**src/rtl/serial_sub_pkg.sv**
```systemverilog
// Shared types and helpers for the digit-serial subtractor.
package serial_sub_pkg;

  typedef enum logic [1:0] {
    StIdle,
    StRun,
    StNeg,
    StDone
  } state_e;

  // Ceiling log2, used to size the digit counter.
  function automatic int unsigned clog2(input int unsigned value);
    int unsigned res;
    res = 0;
    for (int i = 0; i < 32; i++) begin
      if ((64'd1 << i) < 64'(value)) res = i + 1;
    end
    return res;
  endfunction

endpackage

```
**src/rtl/full_subtractor.sv**
```systemverilog
// One-bit full subtractor cell: Diff = A - B - Bin with borrow out.
module full_subtractor (
  input  logic A,
  input  logic B,
  input  logic Bin,
  output logic Diff,
  output logic Bout
);

  assign Diff = A ^ B ^ Bin;
  assign Bout = (~A & B) | (~(A ^ B) & Bin);

endmodule

```
**src/rtl/serial_subtractor.sv**
```systemverilog
// Digit-serial unsigned subtractor, LSB digit first, with start/busy/done handshake.
// Define SERIAL_SUB_ABS_EN to add a NEG state so Diff reports |A - B|.
module serial_subtractor
  import serial_sub_pkg::*;
#(
  parameter int unsigned WIDTH = 8,
  parameter int unsigned DIGIT = 1
) (
  input  logic             clk,
  input  logic             rst,
  input  logic             start,
  input  logic [WIDTH-1:0] A,
  input  logic [WIDTH-1:0] B,
  output logic [WIDTH-1:0] Diff,
  output logic             Borrow,
  output logic             busy,
  output logic             done
);

  localparam int unsigned NDIG = WIDTH / DIGIT;
  localparam int unsigned CW   = clog2(NDIG + 1);

  if (WIDTH < 1 || DIGIT < 1 || DIGIT > WIDTH || (WIDTH % DIGIT) != 0) begin : g_bad_param
    $error("serial_subtractor: illegal WIDTH/DIGIT combination");
  end

  state_e           state;
  logic [WIDTH-1:0] a_sr;
  logic [WIDTH-1:0] b_sr;
  logic [WIDTH-1:0] r_sr;
  logic             bq;
  logic [CW-1:0]    cnt;

  logic [DIGIT:0]   chain;
  logic [DIGIT-1:0] dig_diff;
  logic [WIDTH-1:0] r_next;
  logic             last;

  assign chain[0] = bq;

  for (genvar i = 0; i < DIGIT; i++) begin : g_cell
    full_subtractor u_fs (
      .A   (a_sr[i]),
      .B   (b_sr[i]),
      .Bin (chain[i]),
      .Diff(dig_diff[i]),
      .Bout(chain[i+1])
    );
  end

  // New digit enters at the MSB end; after NDIG shifts r_sr holds the full result.
  assign r_next = (r_sr >> DIGIT) | (WIDTH'(dig_diff) << (WIDTH - DIGIT));
  assign last   = (cnt == CW'(NDIG - 1));

`ifdef SERIAL_SUB_ABS_EN
  logic [WIDTH-1:0] r_neg;
  assign r_neg = ~r_sr + WIDTH'(1);
`endif

  assign busy = (state != StIdle);
  assign done = (state == StDone);

  always_ff @(posedge clk) begin
    if (rst) begin
      state  <= StIdle;
      a_sr   <= '0;
      b_sr   <= '0;
      r_sr   <= '0;
      bq     <= 1'b0;
      cnt    <= '0;
      Diff   <= '0;
      Borrow <= 1'b0;
    end else begin
      unique case (state)
        StIdle: begin
          if (start) begin
            a_sr  <= A;
            b_sr  <= B;
            bq    <= 1'b0;
            cnt   <= '0;
            state <= StRun;
          end
        end
        StRun: begin
          a_sr <= a_sr >> DIGIT;
          b_sr <= b_sr >> DIGIT;
          r_sr <= r_next;
          bq   <= chain[DIGIT];
          cnt  <= cnt + 1'b1;
          if (last) begin
`ifdef SERIAL_SUB_ABS_EN
            state <= StNeg;
`else
            // Outputs load on the edge entering DONE so they are valid with done.
            Diff   <= r_next;
            Borrow <= chain[DIGIT];
            state  <= StDone;
`endif
          end
        end
`ifdef SERIAL_SUB_ABS_EN
        StNeg: begin
          if (bq) r_sr <= r_neg;
          Diff   <= bq ? r_neg : r_sr;
          Borrow <= bq;
          state  <= StDone;
        end
`endif
        StDone:  state <= StIdle;
        default: state <= StIdle;
      endcase
    end
  end

endmodule

```
**config.mk**
```make
export PLATFORM = sky130hd
export DESIGN_NAME = serial_subtractor
export DESIGN_NICKNAME = d
export VERILOG_FILES = /design/src/rtl/serial_sub_pkg.sv /design/src/rtl/full_subtractor.sv /design/src/rtl/serial_subtractor.sv
export SDC_FILE = /design/constraint.sdc
export NUM_CORES = 1
export LEC_CHECK = 0
export CORE_MARGIN = 2
export CORE_UTILIZATION = 46
export DETAILED_ROUTE_END_ITERATION = 6
export DONT_BUFFER_PORTS = 1
export GPL_TIMING_DRIVEN = 0
export PLACE_DENSITY_LB_ADDON = 0.25
export SETUP_SLACK_MARGIN = 0.5
export SYNTH_ARGS = -nofsm -noshare
export SYNTH_HDL_FRONTEND = slang
export SYNTH_SLANG_ARGS = --single-unit
```
**constraint.sdc**
```tcl
create_clock -name clk -period 2.4 [get_ports clk]
set_clock_uncertainty 0.2 [all_clocks]
set_input_delay 0.12 -clock clk [delete_from_list [all_inputs] [get_ports clk]]
set_output_delay 0.12 -clock clk [all_outputs]
set_load 0.05 [all_outputs]
```
==> run_results.csv, run 1 <==
group,metric,value,unit
cells_and_area,final_util,0.561,
clock_tree,cts-root-buf,"clkbuf_8",
hold_path,hp-class,"in -> reg",
routing,drcViolationCount,0,
routing,vias,1400,
timing,final.setup.worst_slack,0.625,ns
synth,ys_ff_latch,39,
timing,maxSlewHeadroom,0.653,
grt,grt.total_usage,0.175,
synth,yosysTopAreaCellShare,0.459,
routing,avgViaCountPerCell,5.34,
clock_tree,htree_levels,2,
critical_path,crit_fanout,10,
routing,dr.first_iter.drc_count,74,
pwr,netSwitchingFraction,0.241,
pwr,clkPwrFrac,0.315,
synth,synthAdderAreaFrac,0.0191,
synth,synthFlopType,"dfxtp_1",
synth,synth_top_family_by_area,"simple AND/OR/NAND/NOR gates",
critical_path,setup.worst_path.end_class,"output port",
pwr,comb_power_share,0.128,
die,die_x,64.8,µm
grt,grt_max_degree,11,
placement,placed_area,1760,µm²
die,rows,22,
cells_and_area,final_cell_count_no_fill,262,
synth,ys_types,31,
timing,setup_violations,0,
cells_and_area,num_antenna_cells,0,
synth,synth_nets,211,
pwr,power.internal,0.947,mW
pwr,total_power,1.25,mW
grt,grt_pass1_wl,5570,µm
grt,antenna_found_initial,0,
pwr,leakage,0.711,nW
timing,rsz0062_at_grt,"false",
outcome,status,"complete, no violations",
synth,synth_edf_count,0,
cells_and_area,fin_nets,236,
clock_tree,cts_buffers,5,
routing,ant_nets,0,
placement,pre_cts_ws,0.505,ns
routing,wire_per_inst,13.2,µm
synth,synth_common_cells,"dfxtp_1, nor2_1, nand2_1",
pwr,p_switching,0.301,mW
timing,post-route-min-period,1.78,ns
synth,async_flop_share,0,
cells_and_area,synthToLayoutAreaGrowth,18.9,%
synth,yosys_warnings,0,
critical_path,startpoint_type,"flop",
critical_path,arrival,1.46,ns
routing,dr.pass1.iters,5,
timing,finalMaxSlewViolations,0,
die,core,3610,µm²
synth,synth-xor-area-share,0,
clock_tree,cts_tree,"yes",
routing,wl,3450,µm
synth,yosysSeqAreaShare,0.459,
synth,synth_simple_gate_area_frac,0.207,
clock_tree,cts_max_path_buffers,2,
critical_path,required,2.08,ns
die,die_height,64.8,µm
clock_tree,insertion_delay,0.28,ns
cells_and_area,nFillCells,331,
run,drv_cap,0,
clock_tree,clock-sinks,39,
critical_path,crit_type,"reg -> out",
synth,synth_area_leader_cell,"dfxtp_1",
synth,muxShareOfSynthArea,0.0537,
synth,syn_avg_cell_area,8.95,µm²
die,io_pins,30,
routing,wl_met3,178,µm
pwr,pwr_density_cell,617,nW/µm²
timing,tightest_slew,0.520,ns
timing,period_share,0.740,
placement,portBuffers,0,
synth,yosysMostFrequentCell,"dfxtp_1",
routing,top_layer_used,"met4",
routing,wl_met2,1710,µm
cells_and_area,drive_above_1_share,0.0794,
timing,whs,0.0427,ns
placement,gp_congestion,0.839,
routing,wirelength_met1,1510,µm
synth,syn-cell-area,1700,µm²
clock_tree,clk_pin_slew,0.07,ns
timing,final_hold_viol_count,0,
timing,fmax,563,MHz
pwr,seqPwrFrac,0.557,
die,initial_core_util,0.472,
grt,grt_pass1_vias,1223,
synth,synth_compound_area_frac,0.199,
synth,netlist_instances,190,
pwr,ir_worst_vdd,0.000355,V
synth,synth_area_leaders,"dfxtp_1, nor2_1, nand2b_1",
timing,tns,0,ns
cells_and_area,fin_area,2020,µm²
placement,dp.cells,238,
die,die-area,4200,µm²
grt,grt_overflow,0,
placement,dpl.hpwl,2520,µm
[power groups by stage]
stage	Sequential (mW)	Clock [mW]	Combinational, mW
final	0.695	0.393	0.160
after global routing	0.698	0.433	0.177
after CTS	0.695	0.407	0.161
after detailed placement	0.709	0	0.136
after global placement	0.707	0	0.132
after floorplan	0.704	0	0.111
[final timing paths]
kind	from	endpoint	slack [ns]	cells past startpoint
setup / recovery	state[0]	done	0.62	4
hold / removal	start	b_sr[3]	0.04	3
setup reg to reg	cnt[0]	Borrow	0.73	5
hold reg to reg	r_sr[1]	r_sr[1]	0.27	2
[flip-flops by register name, summed over array words and instances (netlist names)]
signal / count
bq: 1
b_sr: 8
Diff: 8
cnt: 4
state: 2
a_sr: 8
Borrow: 1
r_sr: 7
[final cells by class]
| type | count | area, µm² | share of cell area |
|---|---|---|---|
| repair buffers | 18 | 180 | 0.0891 |
| well taps | 48 | 60.1 | 0.0297 |
| inverters | 5 | 18.8 | 0.00928 |
| plain buffers | 14 | 88.8 | 0.0439 |
| flip-flops and latches | 39 | 781 | 0.386 |
| multi-input cells | 132 | 821 | 0.406 |
| clock buffers | 6 | 72.6 | 0.0359 |
[logic make-up (layout without fill, tap and decap cells)]
| logic type | count (synthesis) | count (layout) |
|---|---|---|
| adders and majority gates | 2 | 2 |
| DFF | 39 | 39 |
| muxes | 9 | 9 |
| AOI/OAI and AO/OA | 45 | 45 |
| and+or+nand+nor | 76 | 76 |
| buffers and inverters | 19 | 43 |
[metal layers]
metal | GRT usage | vias up
met4 | 0.0638 | 0
met2 | 0.290 | 34
li1 | - | 705
met3 | 0.0521 | 7
met1 | 0.214 | 654
met5 | 0 | -
[cells in the final DEF (no fill, tap or decap), drive strengths merged]
master | synthesis | final
fa | 1 | 1
buf | 7 | 7
dlygate4sd3 | 0 | 18
mux2i | 8 | 8
or3 | 1 | 1
mux2 | 1 | 1
nor3 | 1 | 1
a31oi | 1 | 1
o32a | 1 | 1
a221oi | 1 | 1
nand3 | 2 | 2
nor4 | 1 | 1
o2bb2ai | 10 | 10
o21bai | 1 | 1
inv | 5 | 5
a211oi | 14 | 14
dfxtp | 39 | 39
a2bb2oi | 1 | 1
clkbuf | 7 | 13
a32oi | 2 | 2
nor2b | 2 | 2
nor2 | 32 | 32
ha | 1 | 1
nand2 | 19 | 19
o21ba | 1 | 1
a22oi | 1 | 1
o22ai | 4 | 4
nand2b | 18 | 18
a21oi | 8 | 8
[what timing repair did]
action,4_1_cts,5_1_grt
hold buffers,18,0
setup buffers,0,0
endpoints found under the setup margin,1,1
gates cloned,0,0
endpoints found under the hold margin,20,0
resized for setup,2,2
pin swaps,0,1
[critical path: stages, from the launching register on]
cell	delay, ns
dfxtp_1	0.39
buf_6	0.16
inv_1	0.11
buf_4	0.20
nor2_4	0.30
Power figures use the tool's default switching activity.
==> inputs of run 2 (changes only) <==
==> constraint.sdc (replaced) <==
create_clock -name clk -period 1.63 [get_ports clk]
set_clock_uncertainty 0.2 [all_clocks]
set_input_delay 0.0815 -clock clk [delete_from_list [all_inputs] [get_ports clk]]
set_output_delay 0.0815 -clock clk [all_outputs]
set_load 0.05 [all_outputs]
==> run_results.csv, run 2 (synthesis results as in run 1) <==
group,metric,value,unit
cells_and_area,fin_nets,266,
pwr,power.internal,1.50,mW
grt,grt_pass1_vias,1616,
critical_path,arrival,1.54,ns
die,core,3610,µm²
grt,grt.total_usage,0.237,
routing,ant_nets,0,
cells_and_area,largestRegisters,"Diff (8), a_sr (8), b_sr (8)",
clock_tree,clk_pin_slew,0.08,ns
routing,avgViaCountPerCell,5.72,
pwr,pwr_density_cell,804,nW/µm²
timing,fmax,641,MHz
placement,dpl.hpwl,2560,µm
die,initial_core_util,0.472,
critical_path,required,1.61,ns
routing,dr.pass1.iters,4,
pwr,ir_worst_vdd,0.000462,V
pwr,clkPwrFrac,0.308,
timing,post-route-min-period,1.56,ns
routing,wl,5340,µm
grt,grt_pass1_wl,7560,µm
timing,finalMaxSlewViolations,0,
routing,dr.first_iter.drc_count,100,
placement,portBuffers,0,
critical_path,startpoint_type,"flop",
timing,maxSlewHeadroom,0.552,
grt,grt_max_degree,12,
cells_and_area,final_util,0.723,
timing,rsz0062_at_grt,"true",
clock_tree,cts_buffers,5,
clock_tree,cts_max_path_buffers,2,
cells_and_area,synthToLayoutAreaGrowth,53.4,%
die,io_pins,30,
clock_tree,cts_tree,"yes",
timing,setup_violations,0,
timing,tightest_slew,0.672,ns
hold_path,hp-class,"in -> reg",
grt,grt_overflow,0,
pwr,comb_power_share,0.198,
pwr,seqPwrFrac,0.494,
timing,tns,0,ns
critical_path,crit_type,"reg -> reg",
routing,vias,1683,
placement,gp_congestion,0.773,
die,rows,22,
pwr,leakage,0.943,nW
run,drv_cap,0,
clock_tree,cts-root-buf,"clkbuf_8",
die,die-area,4200,µm²
cells_and_area,drive_above_1_share,0.423,
cells_and_area,layout_common_cells,"dfxtp_1, buf_4, nand2_1",
clock_tree,htree_levels,2,
grt,antenna_found_initial,0,
die,die_height,64.8,µm
timing,period_share,0.956,
pwr,netSwitchingFraction,0.283,
cells_and_area,layout_commonest_cell,"dfxtp_1",
outcome,status,"complete, no violations",
routing,drcViolationCount,0,
pwr,p_switching,0.593,mW
timing,final_hold_viol_count,0,
clock_tree,insertion_delay,0.30,ns
die,die_x,64.8,µm
clock_tree,clock-sinks,39,
critical_path,crit_fanout,6,
routing,wire_per_inst,18.2,µm
cells_and_area,num_antenna_cells,0,
critical_path,setup.worst_path.end_class,"flop",
run 2: cell types whose count changed in the layout (fill, tap and decap cells not counted), moves of 3 or more:
cell and delta:
nor2_1 -14, a211oi_1 -10, dfxtp_4 +3, inv_1 -4
o2bb2ai_2 +3, buf_6 +8, dfxtp_2 +12, dfxtp_1 -15
o2bb2ai_1 -3, nor2_4 +9, buf_8 +3, buf_4 +19
a211oi_2 +10, nor2_2 +5
run 2: worst paths after layout:
kind	start	end	slack [ns]	cells past startpoint
setup reg to reg	state[0]	b_sr[0]	0.07	5
setup / recovery	state[0]	b_sr[0]	0.07	5
hold / removal	rst	Diff[5]	0.09	3
hold reg to reg	r_sr[3]	r_sr[2]	0.27	2
run 2: critical path, cell delays in order, from the launching register on:
cell      delay [ns]
dfxtp_4         0.36
buf_8           0.14
buf_6           0.13
nand2b_4        0.16
o22ai_1         0.11
a221oi_1        0.34
run 2: power groups by stage:
stage	Sequential [mW]	Combinational [mW]	Clock (mW)
after CTS	1.02	0.325	0.639
after floorplan	1.04	0.181	0
after global placement	1.04	0.212	0
final	1.04	0.416	0.645
after global routing	1.04	0.437	0.695
after detailed placement	1.05	0.220	0
run 2: layout make-up:
type                       instances  area (µm²)
buffer                            14         133
fill                             239         997
inverter                           5        32.5
tap                               48        60.1
sequential                        39         807
multi-input combinational        132        1040
clock inverter                     1        5.00
timing repair buffer              48         452
clock buffer                       7        76.3
run 2: per-layer routing:
layer / vias up / wire length, µm / part of all wire / global-route usage
li1: 768 / - / - / -
met1: 816 / 2100 / 0.39 / 0.279
met5: - / 0 / 0 / 0
met4: 0 / 303 / 0.057 / 0.125
met3: 24 / 294 / 0.055 / 0.0538
met2: 75 / 2640 / 0.49 / 0.402
run 2: stage by stage:
stage | power [mW] | instances | hold slack, ns | setup WS [ns] | instance area (µm²)
6_report | 2.10 | 294 | 0.0949 | 0.0710 | 2610
4_1_cts | 1.99 | 286 | 0.0863 | 0.144 | 2390
3_3_place_gp | 1.26 | 238 | 0.0657 | 0.0650 | 1850
5_1_grt | 2.17 | 294 | 0.131 | 0.0283 | 2610
2_1_floorplan | 1.22 | 190 | 0.0575 | 0.150 | 1790
3_5_place_dp | 1.27 | 238 | 0.0688 | 0.0344 | 1850
run 2: what timing repair did:
item,in CTS,in global routing
hold buffers,18,0
setup endpoints to repair,50,41
endpoints found under the hold margin,23,0
pin swaps,8,7
cloned,1,1
resized for setup,39,36
setup buffers,21,7
